$ cat config.mk
export PLATFORM = sky130hd
export DESIGN_NAME = quad_move_ctrl
export DESIGN_NICKNAME = d
export VERILOG_FILES = /design/src/rtl/quad_move_ctrl.sv
export SDC_FILE = /design/constraint.sdc
export NUM_CORES = 1
export LEC_CHECK = 0
export CORE_ASPECT_RATIO = 1.2
export CORE_UTILIZATION = 54
export DETAILED_ROUTE_END_ITERATION = 10
export PLACE_DENSITY_LB_ADDON = 0.1
export SETUP_SLACK_MARGIN = 0.15
export SYNTH_ARGS = -nofsm -noshare
export SYNTH_HDL_FRONTEND = slang
export SYNTH_SLANG_ARGS = --single-unit
$ cat constraint.sdc
create_clock -name CLOCK -period 5.7 [get_ports CLOCK]
set_clock_uncertainty 0.15 [all_clocks]
set_input_delay 1.14 -clock CLOCK [delete_from_list [all_inputs] [get_ports CLOCK]]
set_output_delay 1.14 -clock CLOCK [all_outputs]
set_load 0.02 [all_outputs]
$ cat src/rtl/quad_move_ctrl.sv
// Closed-loop point-to-point move sequencer: quadrature decoder, two-speed PWM
// profile toward a latched target, deadband settle and completion pulse.
module quad_move_ctrl #(
    parameter int PWM_BITS      = 8,
    parameter int POS_BITS      = 24,
    parameter int FAST_DUTY     = 255,
    parameter int SLOW_DUTY     = 64,
    parameter int SLOW_ZONE     = 64,
    parameter int DEADBAND      = 2,
    parameter int SETTLE_CYCLES = 1024
) (
    input  logic                       CLOCK,
    input  logic                       RESET,
    input  logic                       CMD_VALID,
    output logic                       CMD_READY,
    input  logic signed [POS_BITS-1:0] CMD_TARGET,
    input  logic                       ABORT,
    input  logic                       POS_CLEAR,
    input  logic                       A,
    input  logic                       B,
    output logic                       F,
    output logic                       R,
    output logic signed [POS_BITS-1:0] POSITION,
    output logic                       BUSY,
    output logic                       DONE,
    output logic                       QERR
);

    typedef enum logic [1:0] {S_IDLE, S_RUN, S_SETTLE} state_t;
    typedef enum logic [1:0] {D_OFF, D_FWD, D_REV} dir_t;

    localparam logic [POS_BITS:0]   LP_DB          = (POS_BITS+1)'(DEADBAND);
    localparam logic [POS_BITS:0]   LP_SZ          = (POS_BITS+1)'(SLOW_ZONE);
    localparam logic [PWM_BITS-1:0] LP_FAST        = PWM_BITS'(FAST_DUTY);
    localparam logic [PWM_BITS-1:0] LP_SLOW        = PWM_BITS'(SLOW_DUTY);
    localparam logic [15:0]         LP_SETTLE_LAST = 16'(SETTLE_CYCLES - 1);

    logic                       r_a_s1, r_a_s2, r_b_s1, r_b_s2;
    logic [1:0]                 r_ab_prev;
    logic signed [POS_BITS-1:0] r_pos;
    logic signed [POS_BITS-1:0] r_tgt;
    logic                       r_qerr;
    state_t                     r_state, w_state_next;
    logic [15:0]                r_settle_cnt, w_settle_next;
    logic                       r_done, w_done_next;
    logic [PWM_BITS-1:0]        r_pwm_cnt, r_duty, w_duty_new;
    dir_t                       r_dir, w_dir_req, w_dir_new;
    logic                       r_f, r_r;

    logic [1:0]                 w_idx_cur, w_idx_prev, w_delta;
    logic                       w_accept, w_busy, w_in_band, w_err_neg;
    logic signed [POS_BITS:0]   w_err;
    logic [POS_BITS:0]          w_err_abs;

    // Gray {B,A} -> binary phase index; the index difference gives the step.
    assign w_idx_cur  = {r_b_s2, r_b_s2 ^ r_a_s2};
    assign w_idx_prev = {r_ab_prev[1], r_ab_prev[1] ^ r_ab_prev[0]};
    assign w_delta    = w_idx_cur - w_idx_prev;

    assign w_busy    = (r_state == S_RUN) || (r_state == S_SETTLE);
    assign w_accept  = (r_state == S_IDLE) && CMD_VALID;
    assign w_err     = $signed({r_tgt[POS_BITS-1], r_tgt}) - $signed({r_pos[POS_BITS-1], r_pos});
    assign w_err_neg = w_err[POS_BITS];
    assign w_err_abs = w_err_neg ? (POS_BITS+1)'(-w_err) : (POS_BITS+1)'(w_err);
    assign w_in_band = (w_err_abs <= LP_DB);

    always_comb begin
        w_dir_req = D_OFF;
        if (w_busy && !w_in_band) begin
            w_dir_req = w_err_neg ? D_REV : D_FWD;
        end
        // A direct FWD<->REV flip is replaced by one OFF period.
        w_dir_new = w_dir_req;
        if ((w_dir_req != D_OFF) && (r_dir != D_OFF) && (w_dir_req != r_dir)) begin
            w_dir_new = D_OFF;
        end
        w_duty_new = (w_err_abs > LP_SZ) ? LP_FAST : LP_SLOW;
    end

    always_comb begin
        w_state_next  = r_state;
        w_settle_next = r_settle_cnt;
        w_done_next   = 1'b0;
        case (r_state)
            S_IDLE: begin
                if (CMD_VALID) w_state_next = S_RUN;
            end
            S_RUN: begin
                if (ABORT) begin
                    w_state_next = S_IDLE;
                end else if (w_in_band) begin
                    w_state_next  = S_SETTLE;
                    w_settle_next = '0;
                end
            end
            S_SETTLE: begin
                if (ABORT) begin
                    w_state_next = S_IDLE;
                end else if (!w_in_band) begin
                    w_state_next = S_RUN;
                end else if (r_settle_cnt == LP_SETTLE_LAST) begin
                    w_state_next = S_IDLE;
                    w_done_next  = 1'b1;
                end else begin
                    w_settle_next = r_settle_cnt + 16'd1;
                end
            end
            default: w_state_next = S_IDLE;
        endcase
    end

    always_ff @(posedge CLOCK) begin
        if (RESET) begin
            r_a_s1       <= 1'b0;
            r_a_s2       <= 1'b0;
            r_b_s1       <= 1'b0;
            r_b_s2       <= 1'b0;
            r_ab_prev    <= '0;
            r_pos        <= '0;
            r_tgt        <= '0;
            r_qerr       <= 1'b0;
            r_state      <= S_IDLE;
            r_settle_cnt <= '0;
            r_done       <= 1'b0;
            r_pwm_cnt    <= '0;
            r_duty       <= '0;
            r_dir        <= D_OFF;
            r_f          <= 1'b0;
            r_r          <= 1'b0;
        end else begin
            r_a_s1    <= A;
            r_a_s2    <= r_a_s1;
            r_b_s1    <= B;
            r_b_s2    <= r_b_s1;
            r_ab_prev <= {r_b_s2, r_a_s2};

            if ((r_state == S_IDLE) && POS_CLEAR) begin
                r_pos <= '0;
            end else if (w_delta == 2'd1) begin
                r_pos <= r_pos + POS_BITS'(1);
            end else if (w_delta == 2'd3) begin
                r_pos <= r_pos - POS_BITS'(1);
            end

            if (w_delta == 2'd2) begin
                r_qerr <= 1'b1;
            end else if (w_accept) begin
                r_qerr <= 1'b0;
            end

            if (w_accept) r_tgt <= CMD_TARGET;

            r_state      <= w_state_next;
            r_settle_cnt <= w_settle_next;
            r_done       <= w_done_next;
            r_pwm_cnt    <= r_pwm_cnt + PWM_BITS'(1);

            if (r_pwm_cnt == '1) r_duty <= w_duty_new;
            if (w_state_next == S_IDLE) begin
                r_dir <= D_OFF;
            end else if (r_pwm_cnt == '1) begin
                r_dir <= w_dir_new;
            end

            r_f <= (r_dir == D_FWD) && (r_pwm_cnt < r_duty);
            r_r <= (r_dir == D_REV) && (r_pwm_cnt < r_duty);
        end
    end

    assign CMD_READY = (r_state == S_IDLE);
    assign BUSY      = w_busy;
    assign DONE      = r_done;
    assign QERR      = r_qerr;
    assign POSITION  = r_pos;
    assign F         = r_f;
    assign R         = r_r;

endmodule

==> flow_metrics.env <==
export IMPL_hold_violations=0
export IMPL_die_w_um=106
export IMPL_nets=1075
export IMPL_syn_area_mm2=0.00698
export IMPL_crit_family="simple AND/OR/NAND/NOR gates"
export IMPL_final_layout_size_suffix_gt1_share_pct=5.07
export IMPL_timing_final_ws_setup_ns=0.471
export IMPL_place_area_mm2=0.00769
export IMPL_synth_flop_cell="dfxtp_1"
export IMPL_hold_class="flop to flop"
export IMPL_drc_errors=0
export IMPL_ys_warn_count=0
export IMPL_yosys_area_top_type="dfxtp_1"
export IMPL_synth_edff_count=0
export IMPL_syn_nets=1031
export IMPL_slew_headroom_pct=26.2
export IMPL_num_vias=6744
export IMPL_critPathBufInv=0
export IMPL_crit_chain="ha_1, fa_1, nand2b_1, a21oi_1, o22ai_2, xnor2_1, a211oi_1, and4_1, a211oi_1, or4_1, or4_4, nand3b_4, or4_1, a21oi_1"
export IMPL_worstPathMaxFanout=30
export IMPL_dieArea_mm2=0.0134
export IMPL_first_global_vias=6181
export IMPL_drtAntennaViolNets=0
export IMPL_slowest_delay_ns=0.58
export IMPL_worstSetupPathType="flop to flop"
export IMPL_finalMaxSlewViolations=0
export IMPL_worstSkewPairLatency_ns=0.35
export IMPL_grt_max_degree=52
export IMPL_tightest_slew_ns=1.11
export IMPL_ioPinCount=61
export IMPL_wl_per_cell_um=14.6
export IMPL_timing_fmax_mhz=191
export IMPL_root_buffer="clkbuf_16"
export IMPL_clock_sinks=88
export IMPL_regArea_mm2=0.00176
export IMPL_netlist_instances=937
export IMPL_rows=45
export IMPL_grt_ovfl_total=0
export IMPL_multi_input_area_mm2=0.00493
export IMPL_status="complete, no violations"
export IMPL_cts_htree_levels=3
export IMPL_ys_types=78
export IMPL_finish_instance_area_mm2=0.00803
export IMPL_area_delta_synth_final_pct=15.1
export IMPL_start_util_pct=55.3
export IMPL_cts_resized=0
export IMPL_detail_route_first_pass_iterations=7
export IMPL_synth_area_per_cell_um2=7.44
export IMPL_cts_tree="yes"
export IMPL_grt_usage_pct=25.6
export IMPL_min_period_ns=5.23
export IMPL_io_buffers=60
export IMPL_synthArstFlopShare_pct=0
export IMPL_rsz0062_at_grt="false"
export IMPL_critPathArrivalTime_ns=5.36
export IMPL_cp_required_ns=5.83
export IMPL_synth_top_area_share_pct=25.3
export IMPL_vdd_drop_max_mv=0.195
export IMPL_crit_path_start_kind="flop"
export IMPL_power_density_mw_per_mm2=350
export IMPL_via_per_inst=5.86
export IMPL_cts_hold_buf=0
export IMPL_diodes=0
export IMPL_post_cts_buffers=0
export IMPL_fillers=1192
export IMPL_drt_iter0_drc=315
export IMPL_numCtsBuffers=9
export IMPL_fp_coreArea_mm2=0.0126
export IMPL_synth_area_top_cells="dfxtp_1 25%, ha_1 11%, a21oi_1 8.2%"
export IMPL_fin_crit_sh_pct=91.7
export IMPL_seq_area_frac_synth_pct=25.3
export IMPL_routed_wl_mm=16.7
export IMPL_path_clk_slew_ns=0.06
export IMPL_crit_path_top_delay_cell="or4_1"
export IMPL_leakage_nw=3.20
export IMPL_gp_congestion=0.910
export IMPL_crit_path_end_kind="flop"
export IMPL_timing_setup_tns_ns=0
export IMPL_hpwlAfterDp_mm=12.3
export IMPL_die_height_um=127
export IMPL_place_ws_ns=0.376
export IMPL_ys_ff_latch=88
export IMPL_antenna_found_initial=0
export IMPL_setup_viol=0
export IMPL_grt_pass1_wl_mm=28.3
export IMPL_cts_max_path_buffers=2
export IMPL_drv_cap=0
[cells in the final DEF (no fill, tap or decap), types with 21 or more instances in the layout]
| cell | netlist | routed |
|---|---|---|
| a21oi_1 | 114 | 114 |
| clkdlybuf4s50_1 | 0 | 59 |
| dfxtp_1 | 88 | 88 |
| ha_1 | 61 | 61 |
| inv_1 | 43 | 43 |
| nand2_1 | 118 | 118 |
| nand3_1 | 30 | 30 |
| nor2_1 | 96 | 96 |
| nor3_1 | 26 | 26 |
| o21ai_0 | 33 | 33 |
| xnor2_1 | 21 | 21 |
| xor2_1 | 21 | 21 |
[metal layers]
| metal | wire length [um] | vias up | global-route usage (%) |
|---|---|---|---|
| li1 | - | 3473 | - |
| met1 | 7860 | 3132 | 32.4 |
| met2 | 8050 | 114 | 44.0 |
| met3 | 493 | 25 | 4.16 |
| met4 | 333 | 0 | 8.99 |
| met5 | 0 | - | 0 |
[path summary, 6_finish.rpt]
kind / start / to / slack, ns / cells past startpoint
setup reg to reg: POSITION[0] / r_settle_cnt[13] / 0.47 / 14
setup / recovery: POSITION[0] / r_settle_cnt[13] / 0.47 / 14
hold reg to reg: r_b_s1 / r_b_s2 / 0.29 / 1
hold / removal: r_b_s1 / r_b_s2 / 0.29 / 1
[kinds of logic after synthesis]
family | share of synthesized area (%)
adders and majority gates | 11.5
muxes | 1.54
buffers and inverters | 4.32
AOI/OAI and AO/OA | 24.0
and+or+nand+nor | 28.1
DFF | 25.3
xor gates and xnor gates | 5.27
[through the flow]
| step | utilization (%) | cells | hold WS [ns] | power, W |
|---|---|---|---|---|
| 2_1_floorplan | - | 937 | 0.264 | 0.00182 |
| 3_3_place_gp | 61.0 | 1134 | 0.271 | 0.00214 |
| 3_5_place_dp | 61.0 | 1134 | 0.278 | 0.00215 |
| 4_1_cts | 63.5 | 1150 | 0.294 | 0.00280 |
| 5_1_grt | 63.6 | 1150 | 0.326 | 0.00302 |
| 6_report | 63.6 | 1150 | 0.291 | 0.00281 |
[flip-flops by register name (all words and copies together), names as in the netlist, 2 cells and up]
register      flops
POSITION         24
r_ab_prev         2
r_dir             2
r_duty            2
r_pwm_cnt         8
r_settle_cnt     16
r_state           2
r_tgt            24
[worst reg2reg max path, cell delays in order, from the launching register on]
cell	delay, ns
dfxtp_1	0.37
ha_1	0.24
fa_1	0.42
nand2b_1	0.18
a21oi_1	0.32
o22ai_2	0.18
xnor2_1	0.18
a211oi_1	0.47
and4_1	0.41
a211oi_1	0.10
or4_1	0.51
or4_4	0.55
nand3b_4	0.34
or4_1	0.59
a21oi_1	0.15
[synthesized netlist by cell type, types with 5 or more instances]
cell	instances
nand2_1	118
a21oi_1	114
nor2_1	96
dfxtp_1	88
ha_1	61
inv_1	43
o21ai_0	33
nand3_1	30
clkbuf_1	26
nor3_1	26
xnor2_1	21
xor2_1	21
a21o_1	18
nor2b_1	17
or3_1	17
nand2b_1	15
a211oi_1	13
or4_1	11
a31oi_1	10
o31ai_1	10
and2_1	9
and3_1	8
nand4_1	8
mux2i_1	7
nor4_1	7
a211o_1	6
o21bai_1	6
a31o_2	5
o21a_1	5
or2_2	5
[power breakdown]
group	switching, W	internal, W	leakage, nW
sequential	0.0000355	0.000653	0.717
combinational	0.000865	0.000615	2.34
clock	0.000248	0.000395	0.152
total	0.00115	0.00166	3.20
[layout make-up]
| type | instances | share of cell area (%) |
|---|---|---|
| multi-input cells | 772 | 61.4 |
| flip-flops and latches | 88 | 21.9 |
| repair buffers | 67 | 8.07 |
| clock buffers | 11 | 3.02 |
| well taps | 164 | 2.56 |
| inverters | 43 | 2.01 |
| clock inverters | 5 | 0.998 |
Power figures use the tool's default switching activity.
